`config.mk`:
```
export PLATFORM = sky130hd
export DESIGN_NAME = xvc_jtag_shift
export DESIGN_NICKNAME = d
export VERILOG_FILES = /design/src/rtl/xvc_pkg.sv /design/src/rtl/jtag_tck_gen.sv /design/src/rtl/xvc_jtag_shift.sv
export SDC_FILE = /design/constraint.sdc
export NUM_CORES = 1
export LEC_CHECK = 0
export ABC_AREA = 1
export ABC_CLOCK_PERIOD_IN_PS = 2150
export BUFFER_PORTS_ARGS = -buffer_cell sky130_fd_sc_hd__buf_2
export CAP_MARGIN = 0
export CORE_AREA = 4 4 114 116
export DETAILED_ROUTE_END_ITERATION = 10
export DIE_AREA = 0 0 118 120
export PLACE_DENSITY = 0.7
export SLEW_MARGIN = 0
export SYNTH_ARGS = -nofsm -noshare
export SYNTH_HDL_FRONTEND = slang
export SYNTH_SLANG_ARGS = --single-unit
```
`constraint.sdc`:
```
create_clock -name clock -period 2.15 [get_ports clock]
set_input_delay 0.215 -clock clock [delete_from_list [all_inputs] [get_ports clock]]
set_output_delay 0.215 -clock clock [all_outputs]
set_load 0.01 [all_outputs]
```
`src/rtl/xvc_pkg.sv`:
```
// Shared state encoding and buffer-geometry helpers for the XVC shift engine.
// Default TCK divider lives here so the engine and its phase timer agree.
package xvc_pkg;

  localparam int TCK_DIV_DEFAULT = 4;

  typedef enum logic [3:0] {
    IDLE,
    FETCH_TMS,
    WAIT_TMS,
    FETCH_TDI,
    WAIT_TDI,
    TCK_LOW,
    TCK_HIGH,
    STORE,
    DONE
  } shift_state_t;

  // Largest vector that fits: TMS and TDI halves each get half the buffer.
  function automatic logic [31:0] max_bits(input int addr_w);
    return 32'd8 << (addr_w - 1);
  endfunction

  function automatic logic [31:0] byte_count(input logic [31:0] bits);
    return (bits + 32'd7) >> 3;
  endfunction

endpackage

```
`src/rtl/jtag_tck_gen.sv`:
```
// TCK phase timer: TCK_DIV clocks per half-period, rise/fall strobe on the last clock of
// the low/high phase. No backpressure; runs from start until stop or reset.
module jtag_tck_gen
  import xvc_pkg::*;
#(
  parameter int TCK_DIV = TCK_DIV_DEFAULT
) (
  input  logic clock,
  input  logic reset,
  input  logic start,
  input  logic stop,
  output logic rise,
  output logic fall
);

  localparam int CW = (TCK_DIV > 1) ? $clog2(TCK_DIV) : 1;
  localparam logic [CW-1:0] LAST = CW'(TCK_DIV - 1);

  logic          active;
  logic          high;
  logic [CW-1:0] cnt;
  logic          term;

  assign term = active && (cnt == LAST);
  assign rise = term && !high;
  assign fall = term && high;

  always_ff @(posedge clock) begin
    if (reset || stop) begin
      active <= 1'b0;
      high   <= 1'b0;
      cnt    <= '0;
    end else if (start) begin
      active <= 1'b1;
      high   <= 1'b0;
      cnt    <= '0;
    end else if (active) begin
      if (term) begin
        cnt  <= '0;
        high <= !high;
      end else begin
        cnt <= cnt + CW'(1);
      end
    end
  end

endmodule

```
`src/rtl/xvc_jtag_shift.sv`:
```
// XVC shift engine: plays buffer TMS/TDI onto JTAG, writes TDO back; 5 + 2*TCK_DIV*b clocks per byte,
// start ignored while busy. Define XVC_SHIFT_LOOPBACK_EN to capture TDO from the driven TDI.
module xvc_jtag_shift
  import xvc_pkg::*;
#(
  parameter int ADDR_W  = 10,
  parameter int TCK_DIV = TCK_DIV_DEFAULT
) (
  input  logic              clock,
  input  logic              reset,
  input  logic              start,
  input  logic [31:0]       num_bits,
  output logic              busy,
  output logic              done,
  output logic              overflow,
  output logic              rd_en,
  output logic [ADDR_W-1:0] rd_addr,
  input  logic [7:0]        rd_data,
  output logic              wr_en,
  output logic [ADDR_W-1:0] wr_addr,
  output logic [7:0]        wr_data,
  output logic              jtag_tck,
  output logic              jtag_tms,
  output logic              jtag_tdi,
  input  logic              jtag_tdo
);

  localparam int          BW       = ADDR_W + 3;
  localparam logic [31:0] MAX_BITS = max_bits(ADDR_W);

  shift_state_t      state;
  logic [ADDR_W-1:0] nbytes;
  logic [ADDR_W-1:0] byte_idx;
  logic [BW-1:0]     remaining;
  logic [7:0]        tms_byte;
  logic [7:0]        tdi_byte;
  logic [7:0]        tdo_byte;
  logic [2:0]        bit_idx;
  logic [2:0]        next_bit;
  logic [2:0]        last_bit;
  logic              clamp;
  logic [31:0]       bits_eff;
  logic              tdo_src;
  logic              rise;
  logic              fall;
  logic              gen_start;
  logic              gen_stop;

`ifdef XVC_SHIFT_LOOPBACK_EN
  logic unused_tdo;
  assign unused_tdo = jtag_tdo;
  assign tdo_src    = jtag_tdi;
`else
  assign tdo_src = jtag_tdo;
`endif

  assign clamp    = num_bits > MAX_BITS;
  assign bits_eff = clamp ? MAX_BITS : num_bits;
  assign next_bit = bit_idx + 3'd1;
  // Index of the final bit in the current byte; remaining is nonzero while a byte is active.
  assign last_bit = (remaining >= BW'(8)) ? 3'd7 : (remaining[2:0] - 3'd1);

  assign gen_start = (state == WAIT_TDI);
  assign gen_stop  = (state == TCK_HIGH) && fall && (bit_idx == last_bit);

  jtag_tck_gen #(
    .TCK_DIV(TCK_DIV)
  ) u_tck_gen (
    .clock(clock),
    .reset(reset),
    .start(gen_start),
    .stop (gen_stop),
    .rise (rise),
    .fall (fall)
  );

  always_ff @(posedge clock) begin
    if (reset) begin
      state     <= IDLE;
      busy      <= 1'b0;
      done      <= 1'b0;
      overflow  <= 1'b0;
      rd_en     <= 1'b0;
      rd_addr   <= '0;
      wr_en     <= 1'b0;
      wr_addr   <= '0;
      wr_data   <= '0;
      jtag_tck  <= 1'b0;
      jtag_tms  <= 1'b0;
      jtag_tdi  <= 1'b0;
      nbytes    <= '0;
      byte_idx  <= '0;
      remaining <= '0;
      tms_byte  <= '0;
      tdi_byte  <= '0;
      tdo_byte  <= '0;
      bit_idx   <= '0;
    end else begin
      rd_en <= 1'b0;
      wr_en <= 1'b0;
      done  <= 1'b0;
      case (state)
        IDLE: begin
          if (start) begin
            busy      <= 1'b1;
            overflow  <= clamp;
            nbytes    <= ADDR_W'(byte_count(bits_eff));
            remaining <= BW'(bits_eff);
            byte_idx  <= '0;
            if (bits_eff == 32'd0) begin
              state <= DONE;
              done  <= 1'b1;
            end else begin
              state   <= FETCH_TMS;
              rd_en   <= 1'b1;
              rd_addr <= '0;
            end
          end
        end
        FETCH_TMS: state <= WAIT_TMS;
        WAIT_TMS: begin
          tms_byte <= rd_data;
          rd_en    <= 1'b1;
          rd_addr  <= nbytes + byte_idx;
          state    <= FETCH_TDI;
        end
        FETCH_TDI: state <= WAIT_TDI;
        WAIT_TDI: begin
          // First bit goes out straight from the read data as the TDI byte lands.
          tdi_byte <= rd_data;
          tdo_byte <= '0;
          bit_idx  <= '0;
          jtag_tms <= tms_byte[0];
          jtag_tdi <= rd_data[0];
          state    <= TCK_LOW;
        end
        TCK_LOW: begin
          if (rise) begin
            jtag_tck          <= 1'b1;
            tdo_byte[bit_idx] <= tdo_src;
            state             <= TCK_HIGH;
          end
        end
        TCK_HIGH: begin
          if (fall) begin
            jtag_tck <= 1'b0;
            if (bit_idx == last_bit) begin
              wr_en     <= 1'b1;
              wr_addr   <= byte_idx;
              wr_data   <= tdo_byte;
              remaining <= remaining - BW'(last_bit) - BW'(1);
              state     <= STORE;
            end else begin
              bit_idx  <= next_bit;
              jtag_tms <= tms_byte[next_bit];
              jtag_tdi <= tdi_byte[next_bit];
              state    <= TCK_LOW;
            end
          end
        end
        STORE: begin
          if (remaining == '0) begin
            done  <= 1'b1;
            state <= DONE;
          end else begin
            byte_idx <= byte_idx + ADDR_W'(1);
            rd_en    <= 1'b1;
            rd_addr  <= byte_idx + ADDR_W'(1);
            state    <= FETCH_TMS;
          end
        end
        DONE: begin
          busy     <= 1'b0;
          overflow <= 1'b0;
          state    <= IDLE;
        end
        default: state <= IDLE;
      endcase
    end
  end

endmodule

```
==> impl_metrics.json, run 1 <==
{
  "status": "completed",
  "power_density_mw_per_mm2": 777.5,
  "drive_gt1_frac": 0.2008,
  "area_delta_synth_final_pct": 20.79,
  "num_io_pins": 80,
  "antenna_found_initial": 0,
  "vias": 6147,
  "fin_crit_sh": 0.9586,
  "fin_skew_ps": 10.89,
  "crit_fanout": 5,
  "design.core.area_mm2": 0.01191,
  "overflow": 0,
  "drt_iter0_markers": 393,
  "antenna_left": 0,
  "crit_arrival_ps": 2360,
  "synth_mux_area_frac": 0.003401,
  "netlist_area_mm2": 0.005887,
  "synth_compound_area_frac": 0.1811,
  "clk_latency_ps": 360,
  "post-route-drc-count": 0,
  "critical_path_class": "register to register",
  "min_period_ps": 2061,
  "dieHeight_um": 120,
  "ff2ff_path_depth": 15,
  "n_antenna_cell": 0,
  "cts_buffers": 9,
  "gr-usage-all-layers": 0.2227,
  "synthTopCellsByCount": "nand2_1, nor2_1, dfxtp_1, a21oi_1, o21ai_0",
  "finalWirelength_um": 16040,
  "nets": 1072,
  "syn_nets": 966,
  "holdBufCountCts": 0,
  "synth_cell_type_count": 48,
  "syn_area_per_cell_um2": 6.505,
  "ys_seq_area_frac": 0.3537,
  "synth-adder-area-share": 0.03741,
  "setup_viol": 0,
  "hp-start": "rd_data[1]",
  "h-tree-depth": 3,
  "wl_per_cell_um": 13.79,
  "grtUsageMet1": 0.2813,
  "ys_async_sr_fraction": 0,
  "drv_cap": 0,
  "synth_top_area_cell": "dfxtp_1",
  "r2r-start": "remaining[9]",
  "hold_path_end": "tdi_byte[1]",
  "holdPathStages": 3,
  "portBuffers": 79,
  "yosysMostFrequentCell": "nand2_1",
  "synth_edf_count": 0,
  "grt_first_pass_wirelength_um": 26120,
  "globalRouteMet2Util": 0.3859,
  "syn_inst": 905,
  "hold_path.class": "input port to register",
  "clock_sinks": 104,
  "reg2reg_to": "remaining[9]",
  "cp-end-kind": "register",
  "synth_top_cell_area_share": 0.3537,
  "whs_ps": 94.35,
  "vdd_ir_drop_max_v": 0.0005078,
  "startpoint_type": "register",
  "fmax_mhz": 485.2,
  "ys_top_cells_by_area": "dfxtp_1, nand2_1, nor2_1",
  "cts_tree": "built",
  "synth-main-ff-cell": "dfxtp_1",
  "required_ps": 2450,
  "die-area_mm2": 0.01416,
  "place_area_mm2": 0.006615,
  "clkTransAtPathRegs_ps": 70,
  "synthSimpleGateAreaFrac": 0.3335,
  "gp_congestion": 0.9668,
  "clockRootBuffer": "clkbuf_16",
  "final_cell_area_mm2": 0.007111,
  "dr.pass1.iters": 5,
  "synth_seq_cells": 104,
  "ys_warn_count": 0,
  "grt.busiest_layer": "met2",
  "initial_core_util": 0.4942,
  "grt_use_met3": 0.05042,
  "fp.dieW_um": 118,
  "grt_start_max_net_pins": 35,
  "viasPerCell": 5.285,
  "report.final.slew_viol_count": 0,
  "hpwlAfterDp_um": 11940,
  "final_util": 0.5970,
  "r2r_setup_slack_ps": 90,
  "clk_path_buf_depth": 2,
  "synth_top_family_by_area": "simple AND/OR/NAND/NOR gates",
  "p_leak_nw": 3.257,
  "tightest_slew_ps": 840.4,
  "synth-xor-area-share": 0.01041,
  "hold_viol": 0,
  "max-slew-margin-rel": 0.4324,
  "rows": 40,
  "grt_pass1_vias": 5603
}
==> critical path: stages (launching register included) <==
cell and delay [ps]:
dfxtp_1 350, nor2_2 170, nand2_1 90, inv_1 70, nand2_2 100, inv_4 100
nand2_2 60, inv_1 100, ha_4 220, nand2_1 150, nand3_1 150, o21ai_0 190
nand2_1 80, nand2_1 60, nand2_1 50, nor2_1 70
==> registers in the layout (all words and copies together), names as in the netlist, 2 cells and up <==
register and flops:
tdo_byte 8, tdi_byte 8, wr_addr 10, byte_idx 10
wr_data 8, tms_byte 8, remaining 13, u_tck_gen.cnt 2
bit_idx 3, rd_addr 10, state 4, nbytes 10
==> what timing repair did <==
| item | CTS | global route |
|---|---|---|
| buffers inserted | 0 | 5 |
| hold endpoints to repair | 0 | 0 |
| endpoints found under the setup margin | 0 | 44 |
| resized for setup | 0 | 44 |
==> metal layers <==
layer | routed length [um] | part of all wire
met5 | 0 | 0
met4 | 275 | 0.017
met3 | 782 | 0.049
met2 | 7843 | 0.49
met1 | 7138 | 0.45
==> cell families after synthesis <==
family,after synthesis
xor gates and xnor gates,7
buffers and inverters,118
muxes,2
AOI/OAI and AO/OA,198
adders and majority gates,17
DFF,104
and+or+nand+nor,459
==> how the worst max path moves through the flow <==
stage	cells after the start	endpoint	from	slack [ps]
2_1_floorplan	14	remaining[6]	remaining[0]	230
3_3_place_gp	12	remaining[8]	remaining[0]	80
3_5_place_dp	16	remaining[6]	remaining[4]	30
4_1_cts	16	remaining[6]	remaining[4]	20
5_1_grt	15	remaining[2]	remaining[5]	-60
6_report	15	remaining[9]	remaining[9]	90
==> cell type report <==
type / count / area, um2
repair inverters: 1 / 5.005
multi-input cells: 683 / 3433
repair buffers: 124 / 744.5
fillers: 1183 / 4801
flip-flops and latches: 104 / 2092
well taps: 147 / 183.9
clock buffers: 9 / 225.2
clock inverters: 7 / 90.09
inverters: 88 / 336.6
==> power by group <==
group	total (mW)	internal (mW)	switching (mW)
Sequential	2.28	2.12	0.159
Combinational	1.54	0.595	0.948
Clock	1.71	0.927	0.781
==> layout by cell type, fill, tap and decap left out, types with 3 or more instances in the layout <==
cell type,instances
a21oi_1,79
buf_2,79
dfxtp_1,96
nand3b_1,3
o21ai_1,14
a211oi_1,3
dfxtp_2,8
xnor2_1,3
ha_1,15
inv_1,74
nor2_2,10
buf_4,42
nand2_2,14
clkinv_1,3
nand2_1,201
buf_6,3
xor2_1,3
nor3_1,17
nor2_1,123
o21ai_0,78
o211ai_1,4
clkinvlp_4,3
nor2_4,7
nand3_1,66
clkbuf_16,9
a31oi_1,3
inv_2,9
nand4_1,10
==> stage by stage <==
step | cells | setup TNS [ps] | total power, mW | worst slack (ps)
2_1_floorplan | 905 | 0 | 3.290 | 225.1
3_3_place_gp | 1140 | 0 | 3.728 | 84.81
3_5_place_dp | 1140 | 0 | 3.745 | 31.09
4_1_cts | 1156 | 0 | 5.460 | 20.40
5_1_grt | 1163 | -259.8 | 5.871 | -56.84
6_report | 1163 | 0 | 5.528 | 88.96
(Power assumes the default switching activity.)
==> run 2: changes to the inputs <==
--- a/config.mk
+++ b/config.mk
@@ -6,13 +6,13 @@
 export NUM_CORES = 1
 export LEC_CHECK = 0
 export ABC_AREA = 1
-export ABC_CLOCK_PERIOD_IN_PS = 2150
+export ABC_CLOCK_PERIOD_IN_PS = 1700
 export BUFFER_PORTS_ARGS = -buffer_cell sky130_fd_sc_hd__buf_2
 export CAP_MARGIN = 0
 export CORE_AREA = 4 4 114 116
 export DETAILED_ROUTE_END_ITERATION = 10
 export DIE_AREA = 0 0 118 120
-export PLACE_DENSITY = 0.7
+export PLACE_DENSITY = 0.72
 export SLEW_MARGIN = 0
 export SYNTH_ARGS = -nofsm -noshare
 export SYNTH_HDL_FRONTEND = slang
==> constraint.sdc (replaced) <==
create_clock -name clock -period 1.7 [get_ports clock]
set_input_delay 0.17 -clock clock [delete_from_list [all_inputs] [get_ports clock]]
set_output_delay 0.17 -clock clock [all_outputs]
set_load 0.01 [all_outputs]
==> run 2 against run 1 <==
  * The run now ends with setup timing left
  * Core utilization increased by 12 points
  * Final area increased by 21%
  * Sequential power increased by 26%
  * Power increased by 42%
  * Combinational power increased by 90%
  * Via count increased by 12%
  * First-iteration DRC count increased by 45%
  * Clock skew increased by 1.2 ps
  * Clock power increased by 20%
  * Critical endpoint unchanged
==> impl_metrics.json, run 2 (synthesized netlist as in run 1, its figures left out) <==
{
  "clock_sinks": 104,
  "viasPerCell": 5.360,
  "n_antenna_cell": 0,
  "gr-usage-all-layers": 0.2542,
  "p_leak_nw": 3.980,
  "crit_arrival_ps": 2330,
  "cts_tree": "built",
  "status": "finished with violations",
  "startpoint_type": "register",
  "final_cell_mix": "nand2_1, buf_4, nor2_1",
  "vias": 6877,
  "seq_power_share": 0.366,
  "grt_start_max_net_pins": 35,
  "grt_pass1_vias": 6528,
  "n_fill_cell": 913,
  "hold_viol": 0,
  "grt_first_pass_wirelength_um": 29750,
  "fin_skew_ps": 12.05,
  "required_ps": 2000,
  "dr.pass1.iters": 5,
  "hpwlAfterDp_um": 12650,
  "min_period_ps": 2030,
  "initial_core_util": 0.4942,
  "drv_cap": 0,
  "pwr-share-clk": 0.262,
  "drive_gt1_frac": 0.3609,
  "report.final.slew_viol_count": 0,
  "regMostFlops": "remaining",
  "portBuffers": 79,
  "final_util": 0.7211,
  "gp_congestion": 0.9501,
  "antenna_found_initial": 0,
  "clk_latency_ps": 360,
  "post-route-drc-count": 0,
  "dieHeight_um": 120,
  "power_density_mw_per_mm2": 913.9,
  "vdd_ir_drop_max_v": 0.0008399,
  "h-tree-depth": 3,
  "holdPathStages": 3,
  "clockRootBuffer": "clkbuf_16",
  "cp-end-kind": "register",
  "design.core.area_mm2": 0.01191,
  "setup_viol": 62,
  "whs_ps": 47.43,
  "fp.dieW_um": 118,
  "violations": "setup timing",
  "rows": 40,
  "drt_iter0_markers": 568,
  "final_cell_area_mm2": 0.008589,
  "crit_fanout": 12,
  "max-slew-margin-rel": 0.3656,
  "antenna_left": 0,
  "final.setup.tns_ps": -10500,
  "nets": 1192,
  "largest_register_ffs": 13,
  "critical_path_class": "register to register",
  "ff2ff_path_depth": 16,
  "area_delta_synth_final_pct": 45.91,
  "preCtsSetupSlack_ps": -326.4,
  "fmax_mhz": 492.7,
  "wl_per_cell_um": 14.55,
  "die-area_mm2": 0.01416,
  "finalWirelength_um": 18670,
  "p_comb_frac": 0.372,
  "power.net_switching_mw": 2.812,
  "setup_ws_ps": -329.7,
  "cts_buffers": 9,
  "place_area_mm2": 0.007497,
  "overflow": 0,
  "tightest_slew_ps": 939.3,
  "clk_path_buf_depth": 2,
  "rsz0062_at_grt": "yes",
  "fin_crit_sh": 1.194,
  "clkTransAtPathRegs_ps": 80,
  "hold_path.class": "input port to register",
  "num_io_pins": 80,
  "p_int_mw": 5.038,
  "layout_commonest_cell": "nand2_1",
  "swShare": 0.3583
}
-- run 2: area by class of cell --
class | count | area [um2] | share of cell area
clock buffers | 9 | 225.2 | 0.02622
repair buffers | 243 | 1739 | 0.2025
multi-input cells | 685 | 3934 | 0.4580
well taps | 147 | 183.9 | 0.02141
flip-flops and latches | 104 | 2102 | 0.2447
inverters | 88 | 342.8 | 0.03991
clock inverters | 7 | 62.56 | 0.007283
-- run 2: metrics by stage --
| stage | power, mW | std cells |
|---|---|---|
| after floorplan | 4.202 | 905 |
| after global placement | 5.154 | 1246 |
| after detailed placement | 5.196 | 1246 |
| after CTS | 7.609 | 1276 |
| after global routing | 8.264 | 1283 |
| final | 7.850 | 1283 |
-- run 2: timing repair --
action | 4_1_cts | 5_1_grt
pin swaps | 22 | 27
cloned | 3 | 2
resized for setup | 97 | 87
endpoints found under the setup margin | 59 | 78
hold buffers | 0 | 0
buffers inserted | 11 | 5
-- run 2: final timing paths --
| path | slack [ps] | to | from |
|---|---|---|---|
| min reg2reg | 440 | wr_data[3] | tdo_byte[3] |
| max reg2reg | -330 | remaining[9] | remaining[11] |
| max | -330 | remaining[9] | remaining[11] |
| min | 50 | tms_byte[7] | rd_data[7] |
-- run 2: worst max-delay path: stages (launching register included) --
cell,delay [ps]
dfxtp_1,330
nor2_2,150
nand2_1,110
inv_1,120
nand2_4,80
nor2_2,130
inv_1,50
nand2_1,70
nand2_1,50
nor2_1,120
nand2_2,160
a21oi_4,190
buf_12,150
nand2_1,60
nand2_1,70
nand2_1,50
nor2_1,100
-- run 2: power groups by stage --
stage	clock (mW)	combinational (mW)	sequential [mW]
final	2.06	2.92	2.87
after global routing	2.16	3.21	2.90
after CTS	2.08	2.67	2.86
after detailed placement	0	2.30	2.89
after global placement	0	2.27	2.89
after floorplan	0	1.28	2.92
-- run 2: routing by layer --
layer / part of all wire / track usage / up-vias
li1: - / - / 3449
met1: 0.43 / 0.3070 / 3185
met2: 0.50 / 0.4535 / 208
met3: 0.050 / 0.04383 / 35
met4: 0.022 / 0.09304 / 0
met5: 0 / 0 / -
==> run 3: changes to the inputs <==
--- a/config.mk
+++ b/config.mk
@@ -9,10 +9,9 @@
 export ABC_CLOCK_PERIOD_IN_PS = 1700
 export BUFFER_PORTS_ARGS = -buffer_cell sky130_fd_sc_hd__buf_2
 export CAP_MARGIN = 0
-export CORE_AREA = 4 4 114 116
+export CORE_AREA = 4 4 135 137
 export DETAILED_ROUTE_END_ITERATION = 10
-export DIE_AREA = 0 0 118 120
-export PLACE_DENSITY = 0.72
+export DIE_AREA = 0 0 139 141
 export SLEW_MARGIN = 0
 export SYNTH_ARGS = -nofsm -noshare
 export SYNTH_HDL_FRONTEND = slang
==> run 3 against run 2 <==
  * The flow still finishes with violations (setup timing)
  * Power is 0.50% higher
  * Clock power increased by 2%
  * Non-clock buffer count rose by 10
  * Critical path depth grew 1
  * Combinational power barely moved
  * Die area rose by 38%
  * Via count decreased by 3.3%
  * Register-to-register slack got worse by 90 ps
  * Sequential power hardly changed
  * Cell count increased by 7.0%
  * Worst setup slack lost 93 ps
  * Critical endpoint unchanged
==> impl_metrics.json, run 3 (synthesized netlist as in run 1, its figures left out) <==
{
  "nets": 1204,
  "portBuffers": 79,
  "fp.dieW_um": 139,
  "crit_buf_inv": 3,
  "max-slew-margin-rel": 0.4073,
  "grt_pass1_vias": 6450,
  "violations": "setup timing",
  "vias": 6648,
  "path_cells": "nor2_4 > nand2_2 > buf_6 > nor2_4 > nand2_4 > nor2_4 > inv_2 > nand2_2 > nand2_1 > nor2_1 > nand2_2 > a21oi_4 > buf_12 > nand2_4 > nand2_2 > nand2_1 > nor2_1",
  "drt_iter0_markers": 307,
  "required_ps": 1990,
  "clock_sinks": 104,
  "rsz0062_at_grt": "yes",
  "h-tree-depth": 3,
  "fmax_mhz": 471.0,
  "fin_skew_ps": 10.57,
  "hpwlAfterDp_um": 13360,
  "grt_start_max_net_pins": 43,
  "hold_path.class": "input port to register",
  "cp_slowest_cell": "dfxtp_2",
  "hold_viol": 0,
  "area_delta_synth_final_pct": 48.14,
  "regMostFlops": "remaining",
  "overflow": 0,
  "clockRootBuffer": "clkbuf_16",
  "final_cell_mix": "nand2_1, buf_4, nor2_1",
  "layoutNonFillerInstCount": 1373,
  "min_period_ps": 2123,
  "cts_tree": "built",
  "design.core.area_mm2": 0.01706,
  "vdd_ir_drop_max_v": 0.0006743,
  "slowest_delay_ps": 340,
  "largest_register_ffs": 13,
  "antenna_found_initial": 0,
  "cp-end-kind": "register",
  "gr-usage-all-layers": 0.1871,
  "antenna_left": 0,
  "final_util": 0.5113,
  "power_density_mw_per_mm2": 904.7,
  "drv_cap": 0,
  "cp_common_cell": "nand2_2",
  "grt_first_pass_wirelength_um": 30580,
  "startpoint_type": "register",
  "finalWirelength_um": 18460,
  "gp_congestion": 0.9150,
  "crit_fanout": 6,
  "layout_commonest_cell": "nand2_1",
  "clk_latency_ps": 360,
  "crit_arrival_ps": 2420,
  "p_leak_nw": 4.003,
  "n_fill_cell": 1709,
  "die-area_mm2": 0.01960,
  "rows": 48,
  "setup_viol": 65,
  "n_antenna_cell": 0,
  "report.final.slew_viol_count": 0,
  "dr.pass1.iters": 4,
  "tightest_slew_ps": 877.6,
  "initial_core_util": 0.3451,
  "num_io_pins": 80,
  "setup_ws_ps": -423.1,
  "post-route-drc-count": 0,
  "fin_crit_sh": 1.249,
  "cts_buffers": 9,
  "drive_gt1_frac": 0.3624,
  "viasPerCell": 4.842,
  "clk_path_buf_depth": 2,
  "dp.cells": 1333,
  "dieHeight_um": 141,
  "path_delay_family": "simple AND/OR/NAND/NOR gates",
  "wl_per_cell_um": 13.45,
  "clkTransAtPathRegs_ps": 80,
  "critical_path_class": "register to register",
  "status": "finished with violations"
}
[run 3: cell types whose count changed in the layout (fill, tap and decap cells not counted), moves of 4 or more]
cell        delta
buf_4         +10
nor2_2         +6
nand2_2        +6
clkinvlp_4     -4
nor2_4         -6
[run 3: worst reg2reg max path: stages (launching register included)]
cell and delay [ps]:
dfxtp_2 340, nor2_4 110, nand2_2 70, buf_6 120, nor2_4 130, nand2_4 90
nor2_4 140, inv_2 40, nand2_2 60, nand2_1 50, nor2_1 120, nand2_2 120
a21oi_4 260, buf_12 160, nand2_4 40, nand2_2 60, nand2_1 40, nor2_1 110
[run 3: what timing repair did]
action | CTS | global route
resized for setup | 116 | 54
setup buffers | 11 | 7
pin swaps | 38 | 29
hold buffers | 0 | 0
setup endpoints to repair | 68 | 82
cloned | 5 | 1
[run 3: area by class of cell]
| class | instances | area [um2] | area share |
|---|---|---|---|
| tap | 225 | 281.5 | 0.03228 |
| clock inverter | 6 | 66.31 | 0.007604 |
| multi-input combinational | 686 | 3890 | 0.4461 |
| sequential | 104 | 2098 | 0.2406 |
| clock buffer | 10 | 229.0 | 0.02626 |
| inverter | 88 | 337.8 | 0.03874 |
| timing repair inverter | 1 | 5.005 | 0.0005739 |
| timing repair buffer | 253 | 1813 | 0.2079 |
[run 3: routing by layer]
metal,up-vias,share of wire,global-route usage
met5,-,0,0
met1,3046,0.45,0.2299
met3,24,0.033,0.03494
li1,3478,-,-
met2,100,0.50,0.3365
met4,0,0.017,0.04995
[run 3: path summary, 6_finish.rpt]
| path | start | to | slack (ps) | depth (start not counted) |
|---|---|---|---|---|
| min | rd_data[3] | tms_byte[3] | 50 | 3 |
| max reg2reg | remaining[5] | remaining[9] | -420 | 17 |
| min reg2reg | tdo_byte[4] | wr_data[4] | 450 | 2 |
| max | remaining[5] | remaining[9] | -420 | 17 |
[run 3: power breakdown]
group	internal [mW]	total [mW]	switching (mW)	leakage, nW
clock	1.15	2.11	0.960	0.147
sequential	2.69	2.87	0.188	0.850
combinational	1.33	2.90	1.57	3.01
total	5.17	7.89	2.72	4.00
[run 3: metrics by stage]
step	cell area, um2	hold WS, ps	power [mW]	setup TNS (ps)	worst slack, ps
global route	8721	52.37	8.359	-25830	-579.1
detailed placement	7650	416.1	5.192	-20090	-551.7
CTS	8502	42.63	7.740	-12020	-333.2
finish	8721	51.83	7.890	-17830	-423.1
global placement	7650	407.6	5.166	-18870	-460.3
floorplan	5939	304.9	4.202	-593.1	-118.2
